--- config.mk ---
export PLATFORM = sky130hd
export DESIGN_NAME = cpu_cu_flat
export DESIGN_NICKNAME = d
export VERILOG_FILES = /design/src/rtl/cpu_cu_pkg.sv /design/src/rtl/cpu_cu_if.sv /design/src/rtl/cpu_cu_watchdog.sv /design/src/rtl/cpu_cu.sv /design/src/flat_wrapper.sv
export SDC_FILE = /design/constraint.sdc
export NUM_CORES = 1
export LEC_CHECK = 0
export CAP_MARGIN = 5
export CORE_ASPECT_RATIO = 1.25
export CORE_MARGIN = 2
export CORE_UTILIZATION = 42
export DETAILED_ROUTE_END_ITERATION = 10
export GPL_ROUTABILITY_DRIVEN = 1
export PLACE_DENSITY = 0.92
export SYNTH_ARGS = -nofsm -noshare
export SYNTH_HDL_FRONTEND = slang
export SYNTH_SLANG_ARGS = --single-unit
--- constraint.sdc ---
create_clock -name clk -period 2.55 [get_ports clk]
set_input_delay 0.3825 -clock clk [delete_from_list [all_inputs] [get_ports clk]]
set_output_delay 0.3825 -clock clk [all_outputs]
set_load 0.005 [all_outputs]
--- src/rtl/cpu_cu_pkg.sv ---
// Shared RISC16 control definitions: opcodes, ALU function codes,
// control-unit state encoding and small decode helpers.
package cpu_cu_pkg;

    // Instruction opcodes (ir[15:12])
    localparam logic [3:0] OP_ADD = 4'h0;
    localparam logic [3:0] OP_SUB = 4'h1;
    localparam logic [3:0] OP_AND = 4'h2;
    localparam logic [3:0] OP_OR  = 4'h3;
    localparam logic [3:0] OP_XOR = 4'h4;
    localparam logic [3:0] OP_NOT = 4'h5;
    localparam logic [3:0] OP_SHL = 4'h6;
    localparam logic [3:0] OP_SHR = 4'h7;
    localparam logic [3:0] OP_LD  = 4'h8;
    localparam logic [3:0] OP_ST  = 4'h9;
    localparam logic [3:0] OP_LDI = 4'hA;
    localparam logic [3:0] OP_JMP = 4'hB;
    localparam logic [3:0] OP_JZ  = 4'hC;
    localparam logic [3:0] OP_JN  = 4'hD;
    localparam logic [3:0] OP_NOP = 4'hE;
    localparam logic [3:0] OP_HLT = 4'hF;

    // ALU function codes driven on alu_op (ir[14:12] of an ALU opcode)
    localparam logic [2:0] ALU_ADD = 3'd0;
    localparam logic [2:0] ALU_SUB = 3'd1;
    localparam logic [2:0] ALU_AND = 3'd2;
    localparam logic [2:0] ALU_OR  = 3'd3;
    localparam logic [2:0] ALU_XOR = 3'd4;
    localparam logic [2:0] ALU_NOT = 3'd5;
    localparam logic [2:0] ALU_SHL = 3'd6;
    localparam logic [2:0] ALU_SHR = 3'd7;

    // Control-unit states; IDLE must be zero so reset shows state 0
    typedef enum logic [3:0] {
        ST_IDLE   = 4'd0,
        ST_FETCH  = 4'd1,
        ST_DECODE = 4'd2,
        ST_EXEC   = 4'd3,
        ST_MEMRD  = 4'd4,
        ST_MEMWR  = 4'd5,
        ST_IMM    = 4'd6,
        ST_JUMP   = 4'd7,
        ST_HALT   = 4'd8,
        ST_FAULT  = 4'd9
    } state_t;

    // States that wait on the memory-ready handshake
    function automatic logic isMemState(input state_t s);
        return (s == ST_FETCH) || (s == ST_MEMRD) || (s == ST_MEMWR) || (s == ST_IMM);
    endfunction

    // Opcodes 0-7 are register-to-register ALU operations
    function automatic logic isAluOp(input logic [3:0] op);
        return ~op[3];
    endfunction

endpackage

--- src/rtl/cpu_cu_if.sv ---
// Control bundle between the control unit and the CPU_EU / memory side.
// The master side is the control unit; the slave side is whoever
// provides the instruction, flags and memory-ready.
interface cpu_cu_if;

    logic        run;
    logic        step;
    logic [15:0] ir;
    logic        zero;
    logic        neg;
    logic        mem_rdy;

    logic        ir_ld;
    logic        pc_inc;
    logic        pc_ld;
    logic        we;
    logic        s_sel;
    logic [2:0]  alu_op;
    logic        addr_sel;
    logic        mem_rd;
    logic        mem_wr;
    logic        instr_done;
    logic        halted;
    logic        fault;
    logic [3:0]  state;

    modport master (
        input  run, step, ir, zero, neg, mem_rdy,
        output ir_ld, pc_inc, pc_ld, we, s_sel, alu_op, addr_sel,
               mem_rd, mem_wr, instr_done, halted, fault, state
    );

    modport slave (
        output run, step, ir, zero, neg, mem_rdy,
        input  ir_ld, pc_inc, pc_ld, we, s_sel, alu_op, addr_sel,
               mem_rd, mem_wr, instr_done, halted, fault, state
    );

endinterface

--- src/rtl/cpu_cu_watchdog.sv ---
// Memory watchdog: counts wait cycles spent in one memory state and
// flags expiry on the wait cycle that would reach MEM_TIMEOUT.
// MEM_TIMEOUT = 0 disables expiry entirely.
module cpu_cu_watchdog #(
    parameter int MEM_TIMEOUT = 16,
    parameter int TO_W        = 5
) (
    input  logic clk,
    input  logic rst,
    input  logic i_clear,
    input  logic i_count,
    output logic o_expire
);

    localparam bit              ENABLE = (MEM_TIMEOUT > 0);
    localparam logic [TO_W-1:0] LIMIT  = ENABLE ? TO_W'(MEM_TIMEOUT - 1) : '0;

    logic [TO_W-1:0] r_count;

    // Wait-cycle counter: cleared on state entry, saturates at the limit
    always_ff @(posedge clk or posedge rst) begin
        if (rst) begin
            r_count <= '0;
        end else if (i_clear) begin
            r_count <= '0;
        end else if (i_count && (r_count != LIMIT)) begin
            r_count <= r_count + 1'b1;
        end
    end

    // A wait cycle at the limit expires; a ready cycle never does
    always_comb begin
        o_expire = ENABLE && i_count && (r_count == LIMIT);
    end

endmodule

--- src/rtl/cpu_cu.sv ---
// RISC16 multi-cycle control unit. Sequences CPU_EU strobes through
// fetch / decode / execute with a memory-ready handshake, run / single
// step control and a watchdog that traps stalled memory accesses.
module cpu_cu
    import cpu_cu_pkg::*;
#(
    parameter int MEM_TIMEOUT = 16,
    parameter int TO_W        = 5
) (
    input  logic     clk,
    input  logic     rst,
    cpu_cu_if.master bus
);

    state_t     r_state;
    state_t     w_next;
    logic       w_boundary;
    logic       w_expire;
    logic [3:0] w_opcode;

    assign w_opcode = bus.ir[15:12];

    cpu_cu_watchdog #(
        .MEM_TIMEOUT (MEM_TIMEOUT),
        .TO_W        (TO_W)
    ) u_watchdog (
        .clk      (clk),
        .rst      (rst),
        .i_clear  (w_next != r_state),
        .i_count  (isMemState(r_state) && !bus.mem_rdy),
        .o_expire (w_expire)
    );

    // State register
    always_ff @(posedge clk or posedge rst) begin
        if (rst) begin
            r_state <= ST_IDLE;
        end else begin
            r_state <= w_next;
        end
    end

    // Next-state logic; w_boundary marks the last cycle of an instruction
    always_comb begin
        w_next     = r_state;
        w_boundary = 1'b0;
        case (r_state)
            ST_IDLE: begin
                if (bus.run || bus.step) begin
                    w_next = ST_FETCH;
                end
            end
            ST_FETCH: begin
                if (w_expire) begin
                    w_next = ST_FAULT;
                end else if (bus.mem_rdy) begin
                    w_next = ST_DECODE;
                end
            end
            ST_DECODE: begin
                if (isAluOp(w_opcode)) begin
                    w_next = ST_EXEC;
                end else begin
                    case (w_opcode)
                        OP_LD:   w_next = ST_MEMRD;
                        OP_ST:   w_next = ST_MEMWR;
                        OP_LDI:  w_next = ST_IMM;
                        OP_JMP:  w_next = ST_JUMP;
                        OP_JZ: begin
                            if (bus.zero) w_next = ST_JUMP;
                            else          w_boundary = 1'b1;
                        end
                        OP_JN: begin
                            if (bus.neg) w_next = ST_JUMP;
                            else         w_boundary = 1'b1;
                        end
                        OP_HLT:  w_next = ST_HALT;
                        default: w_boundary = 1'b1;
                    endcase
                end
            end
            ST_EXEC, ST_JUMP: begin
                w_boundary = 1'b1;
            end
            ST_MEMRD, ST_MEMWR, ST_IMM: begin
                if (w_expire) begin
                    w_next = ST_FAULT;
                end else if (bus.mem_rdy) begin
                    w_boundary = 1'b1;
                end
            end
            ST_HALT:  w_next = ST_HALT;
            ST_FAULT: w_next = ST_FAULT;
            default:  w_next = ST_IDLE;
        endcase
        if (w_boundary) begin
            w_next = bus.run ? ST_FETCH : ST_IDLE;
        end
    end

    // Output decode from state; memory-side write-back strobes wait for mem_rdy
    always_comb begin
        bus.ir_ld      = 1'b0;
        bus.pc_inc     = 1'b0;
        bus.pc_ld      = 1'b0;
        bus.we         = 1'b0;
        bus.s_sel      = 1'b0;
        bus.alu_op     = 3'd0;
        bus.addr_sel   = 1'b0;
        bus.mem_rd     = 1'b0;
        bus.mem_wr     = 1'b0;
        bus.instr_done = w_boundary;
        bus.halted     = (r_state == ST_HALT);
        bus.fault      = (r_state == ST_FAULT);
        bus.state      = r_state;
        case (r_state)
            ST_FETCH: begin
                bus.mem_rd = 1'b1;
                bus.ir_ld  = bus.mem_rdy;
            end
            ST_DECODE: begin
                bus.pc_inc = 1'b1;
            end
            ST_EXEC: begin
                bus.we     = 1'b1;
                bus.alu_op = bus.ir[14:12];
            end
            ST_MEMRD: begin
                bus.mem_rd   = 1'b1;
                bus.addr_sel = 1'b1;
                bus.s_sel    = 1'b1;
                bus.we       = bus.mem_rdy;
            end
            ST_MEMWR: begin
                bus.mem_wr   = 1'b1;
                bus.addr_sel = 1'b1;
            end
            ST_IMM: begin
                bus.mem_rd = 1'b1;
                bus.s_sel  = 1'b1;
                bus.we     = bus.mem_rdy;
                bus.pc_inc = bus.mem_rdy;
            end
            ST_JUMP: begin
                bus.pc_ld = 1'b1;
            end
            default: begin
            end
        endcase
    end

endmodule

--- src/flat_wrapper.sv ---
// flat-port wrapper written by rule: the top's interface ports become plain ports
module cpu_cu_flat import cpu_cu_pkg::*;
#(
    parameter int MEM_TIMEOUT = 16,
    parameter int TO_W        = 5
)
  (clk, rst, bus_run, bus_step, bus_ir, bus_zero, bus_neg, bus_mem_rdy, bus_ir_ld, bus_pc_inc, bus_pc_ld, bus_we, bus_s_sel, bus_alu_op, bus_addr_sel, bus_mem_rd, bus_mem_wr, bus_instr_done, bus_halted, bus_fault, bus_state);
  cpu_cu_if bus_i ();
  input  logic clk;
  input  logic rst;
  input wire logic [$bits(bus_i.run)-1:0] bus_run;
  input wire logic [$bits(bus_i.step)-1:0] bus_step;
  input wire logic [$bits(bus_i.ir)-1:0] bus_ir;
  input wire logic [$bits(bus_i.zero)-1:0] bus_zero;
  input wire logic [$bits(bus_i.neg)-1:0] bus_neg;
  input wire logic [$bits(bus_i.mem_rdy)-1:0] bus_mem_rdy;
  output wire logic [$bits(bus_i.ir_ld)-1:0] bus_ir_ld;
  output wire logic [$bits(bus_i.pc_inc)-1:0] bus_pc_inc;
  output wire logic [$bits(bus_i.pc_ld)-1:0] bus_pc_ld;
  output wire logic [$bits(bus_i.we)-1:0] bus_we;
  output wire logic [$bits(bus_i.s_sel)-1:0] bus_s_sel;
  output wire logic [$bits(bus_i.alu_op)-1:0] bus_alu_op;
  output wire logic [$bits(bus_i.addr_sel)-1:0] bus_addr_sel;
  output wire logic [$bits(bus_i.mem_rd)-1:0] bus_mem_rd;
  output wire logic [$bits(bus_i.mem_wr)-1:0] bus_mem_wr;
  output wire logic [$bits(bus_i.instr_done)-1:0] bus_instr_done;
  output wire logic [$bits(bus_i.halted)-1:0] bus_halted;
  output wire logic [$bits(bus_i.fault)-1:0] bus_fault;
  output wire logic [$bits(bus_i.state)-1:0] bus_state;
  assign bus_i.run = bus_run;
  assign bus_i.step = bus_step;
  assign bus_i.ir = bus_ir;
  assign bus_i.zero = bus_zero;
  assign bus_i.neg = bus_neg;
  assign bus_i.mem_rdy = bus_mem_rdy;
  assign bus_ir_ld = bus_i.ir_ld;
  assign bus_pc_inc = bus_i.pc_inc;
  assign bus_pc_ld = bus_i.pc_ld;
  assign bus_we = bus_i.we;
  assign bus_s_sel = bus_i.s_sel;
  assign bus_alu_op = bus_i.alu_op;
  assign bus_addr_sel = bus_i.addr_sel;
  assign bus_mem_rd = bus_i.mem_rd;
  assign bus_mem_wr = bus_i.mem_wr;
  assign bus_instr_done = bus_i.instr_done;
  assign bus_halted = bus_i.halted;
  assign bus_fault = bus_i.fault;
  assign bus_state = bus_i.state;
  cpu_cu #(.MEM_TIMEOUT(MEM_TIMEOUT), .TO_W(TO_W)) u_core (.clk(clk), .rst(rst), .bus(bus_i));
endmodule
==> reports/metrics.yaml <==
worst_setup_path:
  required_ps: 2170
  cp-start-kind: "flip-flop"
  r2r_setup_slack_ps: 180
  critPathMaxFanout: 4
  crit_arrival_ps: 2010
  end_kind: "primary output"
  criticalPathCategory: "flip-flop to primary output"
synth:
  synth_edf_count: 0
  yosysUniqueCellTypes: 46
  synth-seq-cells: 9
  yosys_warnings: 0
  synth_nets: 145
  synth_area_um2: 955
  yosysSeqAreaShare_pct: 23.6
  ys_async_sr_fraction_pct: 100
  postSynthAreaPerCell_um2: 7.96
  syn_inst: 120
  synth_top_flop_cell: "dfrtp_1"
placement:
  dpl.cell_count: 182
  dp_hpwl_um: 1930
  place_ws_ps: 40.1
  placed_area_um2: 1300
  place_congestion: 0.829
  portBuffers: 28
floorplanning:
  core_um2: 2190
  die_x_um: 46.6
  die_area_um2: 2670
  start_util_pct: 43.6
  ios: 41
  die_h_um: 57.3
  rows: 19
grt:
  grtUsageTotal_pct: 20.9
  grt_max_degree: 18
  grt_pass1_wl_um: 4160
  grt_remaining_overflow: 0
  first_global_vias: 970
  antenna_found_initial: 0
layout:
  post-route-util_pct: 61.9
  fillCellCount: 209
  drive_gt1_share_pct: 17.2
  fin_area_um2: 1350
  antenna-diode-count: 0
  multiInputGateArea_um2: 688
  seq_area_um2: 225
  synthToLayoutAreaGrowth_pct: 41.8
  nets: 183
  fin_cells: 188
sta:
  worst_pin_slew_ps: 533
  setup_viol: 0
  rsz0062_at_grt: "yes"
  period_minus_slack_ps: 2400
  finalHoldViolCount: 0
  fin_ws_ps: 154
  max_clock_freq_mhz: 417
  finalClockSkew_ps: 4.30
  relSlewSlack_pct: 64.2
  finalCritPeriodShare_pct: 94.0
  slew_violations: 0
outcome:
  status: "finished, final reports clean"
pwr:
  p_leak_nw: 0.569
  power_mw: 1.19
  powerDensity_nw_per_um2: 879
  irDropWorstVdd_v: 0.000625
clocking:
  cts_tree: "yes"
  cts_max_level: 1
  ctsHoldBuffers: 0
  numCtsBuffers: 3
  clock-sinks: 9
  cts-root-buf: "clkbuf_4"
  path_clk_slew_ps: 60
  worstSkewPairLatency_ps: 260
  cts.path.max_buffers: 2
routing:
  drt_iter0_drc: 36
  routed_wl_um: 2520
  vias_per_cell: 5.66
  wire_per_inst_um: 13.4
  vias: 1065
  drc: 0
  first_pass_iters: 4
  antenna_left: 0
worst_hold_path:
  hold_class: "primary input to asynchronous set/reset pin"
flow_run:
  max_cap_violations: 0
-- flip-flops by register name (all words and copies together) (netlist names) --
name / count
u_core.u_watchdog.r_count: 5
u_core.bus.state: 4
-- layout make-up --
cell class,instances,area share [%]
Multi-Input combinational cell,100,50.8
Timing Repair Buffer,38,26.1
Sequential cell,9,16.6
Inverter,6,1.66
Clock buffer,4,1.94
Tap cell,31,2.87
-- synth_stat cells (3+ instances only) --
cell type / instances / area (µm²)
nor2b_1: 6 / 37.5
nand2_1: 8 / 30.0
a21oi_1: 8 / 40.0
inv_1: 6 / 22.5
or4_1: 4 / 30.0
nor3_1: 5 / 25.0
nor2_1: 19 / 71.3
and2_1: 4 / 25.0
nand2b_1: 4 / 25.0
o21ai_0: 3 / 15.0
buf_2: 3 / 15.0
dfrtp_1: 9 / 225
-- per-layer routing --
layer	part of all wire, %	GRT usage (%)
met1	41	26.5
met2	52	34.5
met3	5.1	2.85
met4	2.0	8.73
met5	0	0
-- where the power goes --
part	total [mW]	switching [mW]	internal, mW
clock	0.109	0.0485	0.0602
sequential	0.197	0.0199	0.177
combinational	0.884	0.446	0.439
total	1.19	0.514	0.676
-- worst max-delay path: stages, from the launching register on --
cell      delay, ps
dfrtp_1         410
ha_1            220
and3_1          180
ha_1            210
nor2b_2         190
nor2_1           90
nor2_1           60
nor4_2          230
clkbuf_2        150
-- cells by family (layout without fill, tap and decap cells) --
logic type,after synthesis,count (layout),share of synthesized area (%)
buffers and inverters,11,48,5.50
adder cells (fa/ha/maj),2,2,2.62
XOR/XNOR,3,3,2.75
multiplexers,1,1,1.05
flip-flops,9,9,23.6
AND/OR/NAND/NOR,61,61,36.0
AO/OA/AOI/OAI,33,33,28.4
-- path summary, 6_finish.rpt --
check | from | end | depth (start not counted)
setup / recovery | u_core.u_watchdog.r_count[0] | bus_ir_ld | 8
min in group clk | u_core.u_watchdog.r_count[4] | u_core.u_watchdog.r_count[4] | 3
hold reg to reg | u_core.u_watchdog.r_count[4] | u_core.u_watchdog.r_count[4] | 3
setup reg to reg | u_core.u_watchdog.r_count[0] | u_core.u_watchdog.r_count[0] | 8
hold / removal | rst | u_core.u_watchdog.r_count[0] | 2
max in group asynchronous | rst | u_core.bus.state[1] | 2
-- placed cells by master, fill, tap and decap left out, types with 2 or more instances in the layout --
cell type,synthesis,layout
or4_1,4,4
o2111ai_1,2,2
a31oi_1,2,2
a21oi_1,8,8
nand2_1,8,8
xor2_1,2,2
nor2b_2,0,2
clkdlybuf4s50_1,0,26
nand2b_1,4,4
inv_1,6,6
ha_1,2,2
buf_4,0,10
nor2b_1,6,4
and2_1,4,4
nor2_1,19,19
a41oi_1,2,2
dfrtp_1,9,9
o21ai_0,3,3
clkbuf_4,0,3
nand2b_4,2,2
nor3_1,5,5
-- through the flow --
stage | TNS (ps) | hold WS, ps
floorplan | 0 | 210
global placement | 0 | 623
detailed placement | 0 | 630
CTS | 0 | 377
global route | -16.4 | 407
finish | 0 | 370
-- timing repair --
item                                    CTS  global route
setup buffers                             1             1
pin swaps                                 2             2
resized for setup                         1             6
endpoints found under the setup margin    2             3
Power figures use the tool's default switching activity.
